===== src/rtl/datamemory_arbiter.sv =====
// Purpose : shares one single-ported datamemory between port A (CPU) and port B (loader), round-robin on ties.
// Latency : req high in IDLE -> ACCESS next cycle -> ack (with read data) the cycle after; alternating ports chain RESP->ACCESS.
// Backpres: none explicit; a requester holds req/we/addr/wdata until its ack, the losing port simply waits.
//
// Ports:
//   clk, resetN                  clock, synchronous active-low reset
//   reqX/weX/addrX/wdataX        request, write flag, word address, write data per port
//   ackX/rdataX                  one-cycle completion pulse, read data (0 unless ack of a read)
//   grantX/busy                  port owns the memory (ACCESS/RESP), FSM not idle
//   mem*                         datamemory control/data; memDout is the registered read result
module datamemory_arbiter #(
    parameter int ADDR_WIDTH = 14,
    parameter int DATA_WIDTH = 32
) (
    input  logic                  clk,
    input  logic                  resetN,
    input  logic                  reqA,
    input  logic                  weA,
    input  logic [ADDR_WIDTH-1:0] addrA,
    input  logic [DATA_WIDTH-1:0] wdataA,
    input  logic                  reqB,
    input  logic                  weB,
    input  logic [ADDR_WIDTH-1:0] addrB,
    input  logic [DATA_WIDTH-1:0] wdataB,
    output logic                  ackA,
    output logic [DATA_WIDTH-1:0] rdataA,
    output logic                  grantA,
    output logic                  ackB,
    output logic [DATA_WIDTH-1:0] rdataB,
    output logic                  grantB,
    output logic                  busy,
    output logic [ADDR_WIDTH-1:0] memReadAddr,
    output logic [ADDR_WIDTH-1:0] memWriteAddr,
    output logic                  memReadEn,
    output logic                  memWriteEn,
    output logic [DATA_WIDTH-1:0] memDin,
    input  logic [DATA_WIDTH-1:0] memDout
);

    typedef enum logic [1:0] {
        S_IDLE   = 2'd0,
        S_ACCESS = 2'd1,
        S_RESP   = 2'd2
    } state_t;

    localparam logic PORT_A = 1'b0;
    localparam logic PORT_B = 1'b1;

    state_t                state_q, state_d;
    logic                  owner_q, owner_d;
    logic                  last_grant_q, last_grant_d;
    logic                  we_q, we_d;
    logic [ADDR_WIDTH-1:0] addr_q, addr_d;
    logic [DATA_WIDTH-1:0] wdata_q, wdata_d;

    logic grant_en;
    logic grant_port;

    always_comb begin
        state_d      = state_q;
        owner_d      = owner_q;
        last_grant_d = last_grant_q;
        we_d         = we_q;
        addr_d       = addr_q;
        wdata_d      = wdata_q;
        grant_en     = 1'b0;
        grant_port   = PORT_A;

        case (state_q)
            S_IDLE: begin
                if (reqA || reqB) begin
                    grant_en = 1'b1;
                    if (reqA && reqB) begin
                        grant_port = ~last_grant_q;
                    end else begin
                        grant_port = reqB ? PORT_B : PORT_A;
                    end
                end
            end
            S_ACCESS: begin
                state_d = S_RESP;
            end
            S_RESP: begin
                // The owner's req is still high during its ack cycle, so only the
                // other port may be granted here; the owner re-enters via IDLE.
                if ((owner_q == PORT_A) ? reqB : reqA) begin
                    grant_en   = 1'b1;
                    grant_port = ~owner_q;
                end else begin
                    state_d = S_IDLE;
                end
            end
            default: begin
                state_d = S_IDLE;
            end
        endcase

        if (grant_en) begin
            state_d      = S_ACCESS;
            owner_d      = grant_port;
            last_grant_d = grant_port;
            we_d         = (grant_port == PORT_B) ? weB    : weA;
            addr_d       = (grant_port == PORT_B) ? addrB  : addrA;
            wdata_d      = (grant_port == PORT_B) ? wdataB : wdataA;
        end
    end

    always_ff @(posedge clk) begin
        if (!resetN) begin
            state_q      <= S_IDLE;
            owner_q      <= PORT_A;
            last_grant_q <= PORT_B;  // A wins the first tie after reset
            we_q         <= 1'b0;
            addr_q       <= '0;
            wdata_q      <= '0;
        end else begin
            state_q      <= state_d;
            owner_q      <= owner_d;
            last_grant_q <= last_grant_d;
            we_q         <= we_d;
            addr_q       <= addr_d;
            wdata_q      <= wdata_d;
        end
    end

    // Enables decode from registered state only, so a reset asserted during
    // ACCESS still lets that cycle's write commit at the edge.
    assign memWriteEn   = (state_q == S_ACCESS) &&  we_q;
    assign memReadEn    = (state_q == S_ACCESS) && !we_q;
    assign memReadAddr  = addr_q;
    assign memWriteAddr = addr_q;
    assign memDin       = wdata_q;

    assign busy   = (state_q != S_IDLE);
    assign grantA = busy && (owner_q == PORT_A);
    assign grantB = busy && (owner_q == PORT_B);

    assign ackA   = (state_q == S_RESP) && (owner_q == PORT_A);
    assign ackB   = (state_q == S_RESP) && (owner_q == PORT_B);
    assign rdataA = (ackA && !we_q) ? memDout : '0;
    assign rdataB = (ackB && !we_q) ? memDout : '0;

endmodule


===== config.mk =====
export PLATFORM = sky130hd
export DESIGN_NAME = datamemory_arbiter
export DESIGN_NICKNAME = d
export VERILOG_FILES = /design/src/rtl/datamemory_arbiter.sv
export SDC_FILE = /design/constraint.sdc
export NUM_CORES = 1
export LEC_CHECK = 0
export ABC_AREA = 1
export BUFFER_PORTS_ARGS = -buffer_cell sky130_fd_sc_hd__buf_2
export CORE_ASPECT_RATIO = 1.4
export CORE_MARGIN = 4
export CORE_UTILIZATION = 30
export DETAILED_ROUTE_END_ITERATION = 12
export MAX_ROUTING_LAYER = met4
export PLACE_DENSITY_LB_ADDON = 0.05
export SETUP_SLACK_MARGIN = 0.02
export SLEW_MARGIN = 20
export SYNTH_ARGS = -nofsm -noshare
export SYNTH_HDL_FRONTEND = slang
export SYNTH_SLANG_ARGS = --single-unit

===== constraint.sdc =====
create_clock -name clk -period 1.3 [get_ports clk]
set_input_delay 0.065 -clock clk [delete_from_list [all_inputs] [get_ports clk]]
set_output_delay 0.065 -clock clk [all_outputs]
set_load 0.01 [all_outputs]

==> results summary <==
The register area came out at 1030 um^2. The clock tree skew after final layout is 0.00594 ns. The worst setup path is of the flip-flop to primary output kind.

The worst hold path depth is 5. The signal on the critical path passes through inv_2, nor2_4, inv_2, nor2_4, nand2_2, buf_6, buf_12, nor2_1, buf_2. The area share of fa/ha/maj cells after synthesis came out at 0%. During synthesis, Yosys emitted a total of 0 warnings. Dividing total power by cell area gives a power density of 901 nW/um^2. The final hold violation count is 0.

The horizontal die dimension came out at 92.3 um. The core region is 9620 um^2. The share of the synthesized area in compound gates (AO/OA/AOI/OAI) came out at 0.754%.

The worst reg-to-reg setup slack came out at -0.26 ns. The checks that failed: setup timing. For the pin with the worst max-slew slack, the measured transition is 0.262 ns. In the synthesized netlist the dominant register cell turns out to be dfxtp_1. The endpoint arrival time on the critical path is 1.50 ns. The synthesized net count came out at 643. The clock passes through at most 2 buffers. The clock latency at the later pin of the worst-skew pair is 0.30 ns. The final count of pins violating max slew came to 0. The run finished, with violations left. The peak ir drop on the vdd network is 0.526 mV. The wire length of the first global-routing pass came out at 20.8 mm.

The initial antenna violation count came to 0. The number of iterations in the first detailed-routing pass is 4. The row count came out at 42. Compared with the post-synthesis result, the final layout area differs by 91.8%. In this run the tightest slew margin relative to its limit is 82.5%. The filler cell count in the final layout is 925. The proportion of synthesized flip-flops having asynchronous set or reset is 0%. The count of buffer and inverter cells on the critical path came out at 5.

The post-route antenna net violation count is 0. The level count of the clock H-tree came out at 2. The xor-xnor portion of the synthesized cell area is 0%.

The number of standard cells after synthesis came out at 513. The standby leakage power came out at 3.45 nW. Of all nets on the critical path, the largest fanout is 15. The combinational family with the most area after synthesis is simple AND/OR/NAND/NOR gates.

After the flow finishes, the layout carries non-filler instances totaling 930. The count of final setup violators is 120. Counting buffers and inverters, the worst setup path is 9 cells deep. The worst setup margin is -0.265 ns. The path class of the tightest hold or removal check is input pin to flip-flop. After clock tree synthesis, the clock-pin slew on the worst setup and hold paths is 0.07 ns.

The all-layer global routing usage came out at 23.7%. dfxtp_1 takes more of the synthesized area than any other cell. The post-synthesis share of cell area spent on and, or, nand and nor gates is 49.5%. The largest net degree at the start of global routing came out at 27.

The number of global-route vias before repair is 4021. The utilization after layout is 59.6%. The number of cells on the worst reg-to-reg path is 10.

The starting utilization of the core area came out at 31.1%. The number of distinct library cells after synthesis came out at 16. The floorplan step defined a die boundary enclosing 11600 um^2. The number of buffer cells added on primary ports came out at 260. The number of top-level design ports is 261. The mean area per synthesized cell is 5.82 um^2. The number of buffers created by CTS is 5. Of the post-synthesis cell area, the dominant cell type holds 34.2%. The placed wire-length estimate is 9.90 mm. The share of the Yosys chip area taken by registers is 34.2%.

For the worst setup path, the data required time is 1.24 ns. The most common cell in the synthesized netlist is nand2_1. The final layout net count is 927. The buffer type at the clock tree root is clkbuf_16. The setup TNS after final layout came out at -23.97 ns. The fmax came out at 0.639 GHz.

The CTS tree is done. The count of maximum capacitance violations came out at 0. By area the synthesized netlist is led by dfxtp_1, nand2_1, nor2_1. The number of sinks handled by clock tree synthesis is 51. The number of antenna diodes came out at 0.

The largest single stage delay on the critical path is 0.34 ns. Measured against the total synthesized area, the mux share comes to 0%. In the final layout, the share of cells above drive strength 1 is 51.1%.

The final wirelength is 14.0 mm. The cell area after synthesis came out at 2990 um^2. The synthesized design contains 51 register bits. The total via count in the routed design is 4102. Among all stages on the critical path, the largest delay is contributed by dfxtp_2. The nature of the critical path startpoint is a flip-flop.

The area used by multi-input combinational logic came out at 1850 um^2. The commonest cells after synthesis are nand2_1, nor2_1, dfxtp_1, nand3_1, inv_1. Using the TritonRoute via totals, the vias-per-cell ratio works out to 4.41. The remaining routing DRC violations came out at 0. The final cycle utilization of the critical path came out at 120%.

Summed over all layers, the global routing overflow is 0. Once placement completed, the tool counted placed cells totaling 886. At the end of routability-driven placement, the weighted congestion stood at 0.841.

The cell class contributing the biggest share of worst-path delay is buffers and inverters. The violation count after the first detailed-routing iteration came out at 109. Counting flops with a built-in enable in the synthesized netlist gives 0. The critical path capture point type is a primary output. The post-layout minimum cycle time is 1.57 ns. Setup repair after global routing could not meet its margin everywhere. In the final routed layout, each cell accounts on average for 15.1 um. The vertical die dimension is 126 um.
[registers in the layout (all words and copies together) (netlist names)]
name          flops
memReadAddr      14
state_q           2
last_grant_q      1
owner_q           1
memDin           32
we_q              1
[tightest hold or removal path: stages]
cell,delay [ns]
buf_2,0.08
nand2_1,0.04
nand2_1,0.04
nand2_1,0.04
nand2_1,0.04
[layout make-up]
class | count | share of cell area, %
Multi-Input combinational cell | 375 | 32.3
Tap cell | 132 | 2.88
Timing Repair Buffer | 322 | 41.4
Clock buffer | 8 | 2.73
Sequential cell | 51 | 17.9
Inverter | 42 | 2.75
[stage by stage]
step	area [um^2]	setup WS, ns	total power [mW]	hold WS, ns
finish	5730	-0.265	5.16	0.0431
global route	5730	-0.332	5.46	0.0595
CTS	5360	-0.252	5.16	0.0349
detailed placement	4480	-0.0945	3.28	0.275
global placement	4480	-0.0776	3.27	0.273
floorplan	2990	-0.0282	2.66	0.149
[power by group]
group	switching (mW)	total [mW]	internal (mW)
Combinational	0.957	1.92	0.960
Sequential	0.105	1.85	1.74
Clock	0.581	1.40	0.821
Total	1.64	5.16	3.52
[timing repair]
item / CTS / global route
cloned: 11 / 1
gates resized for setup: 64 / 88
pin swaps: 8 / 12
endpoints found under the hold margin: 1 / 0
buffers inserted: 18 / 9
endpoints found under the setup margin: 116 / 121
hold buffers: 1 / 0
[final timing paths]
kind	startpoint	to
worst min register to register	memDin[26]	memDin[26]
worst max register to register	state_q[0]	memReadAddr[11]
worst max-delay path	state_q[1]	rdataB[8]
worst min-delay path	addrB[1]	memReadAddr[1]
[routing by layer]
metal	up-vias	share of wire, %	global-route usage, %
li1	2090	-	-
met1	1844	36	24.0
met2	161	55	45.4
met3	7	7.5	5.31
met4	0	0.93	5.34
met5	-	0	-
[cell usage in the layout, fill, tap and decap left out]
cell type / count
clkbuf_1: 1
nand2_4: 3
clkbuf_8: 2
buf_8: 4
buf_16: 8
bufbuf_16: 2
buf_6: 29
inv_1: 38
buf_12: 16
nand3_4: 1
dfxtp_4: 1
inv_2: 4
nand3_2: 8
dfxtp_1: 48
nand2_2: 6
o21ai_4: 1
a21oi_4: 1
nand3_1: 42
dlygate4sd3_1: 1
dfxtp_2: 2
nand2_1: 237
nor2_2: 28
nand2_8: 1
a21oi_2: 1
nor2_1: 23
clkbuf_16: 5
buf_2: 238
buf_4: 24
nor2_4: 23
[logic make-up after synthesis]
| family | Yosys count |
|---|---|
| buf+inv | 87 |
| simple gates | 372 |
| compound gates | 3 |
| flops | 51 |
No activity file was read; power rests on OpenSTA's default activity.
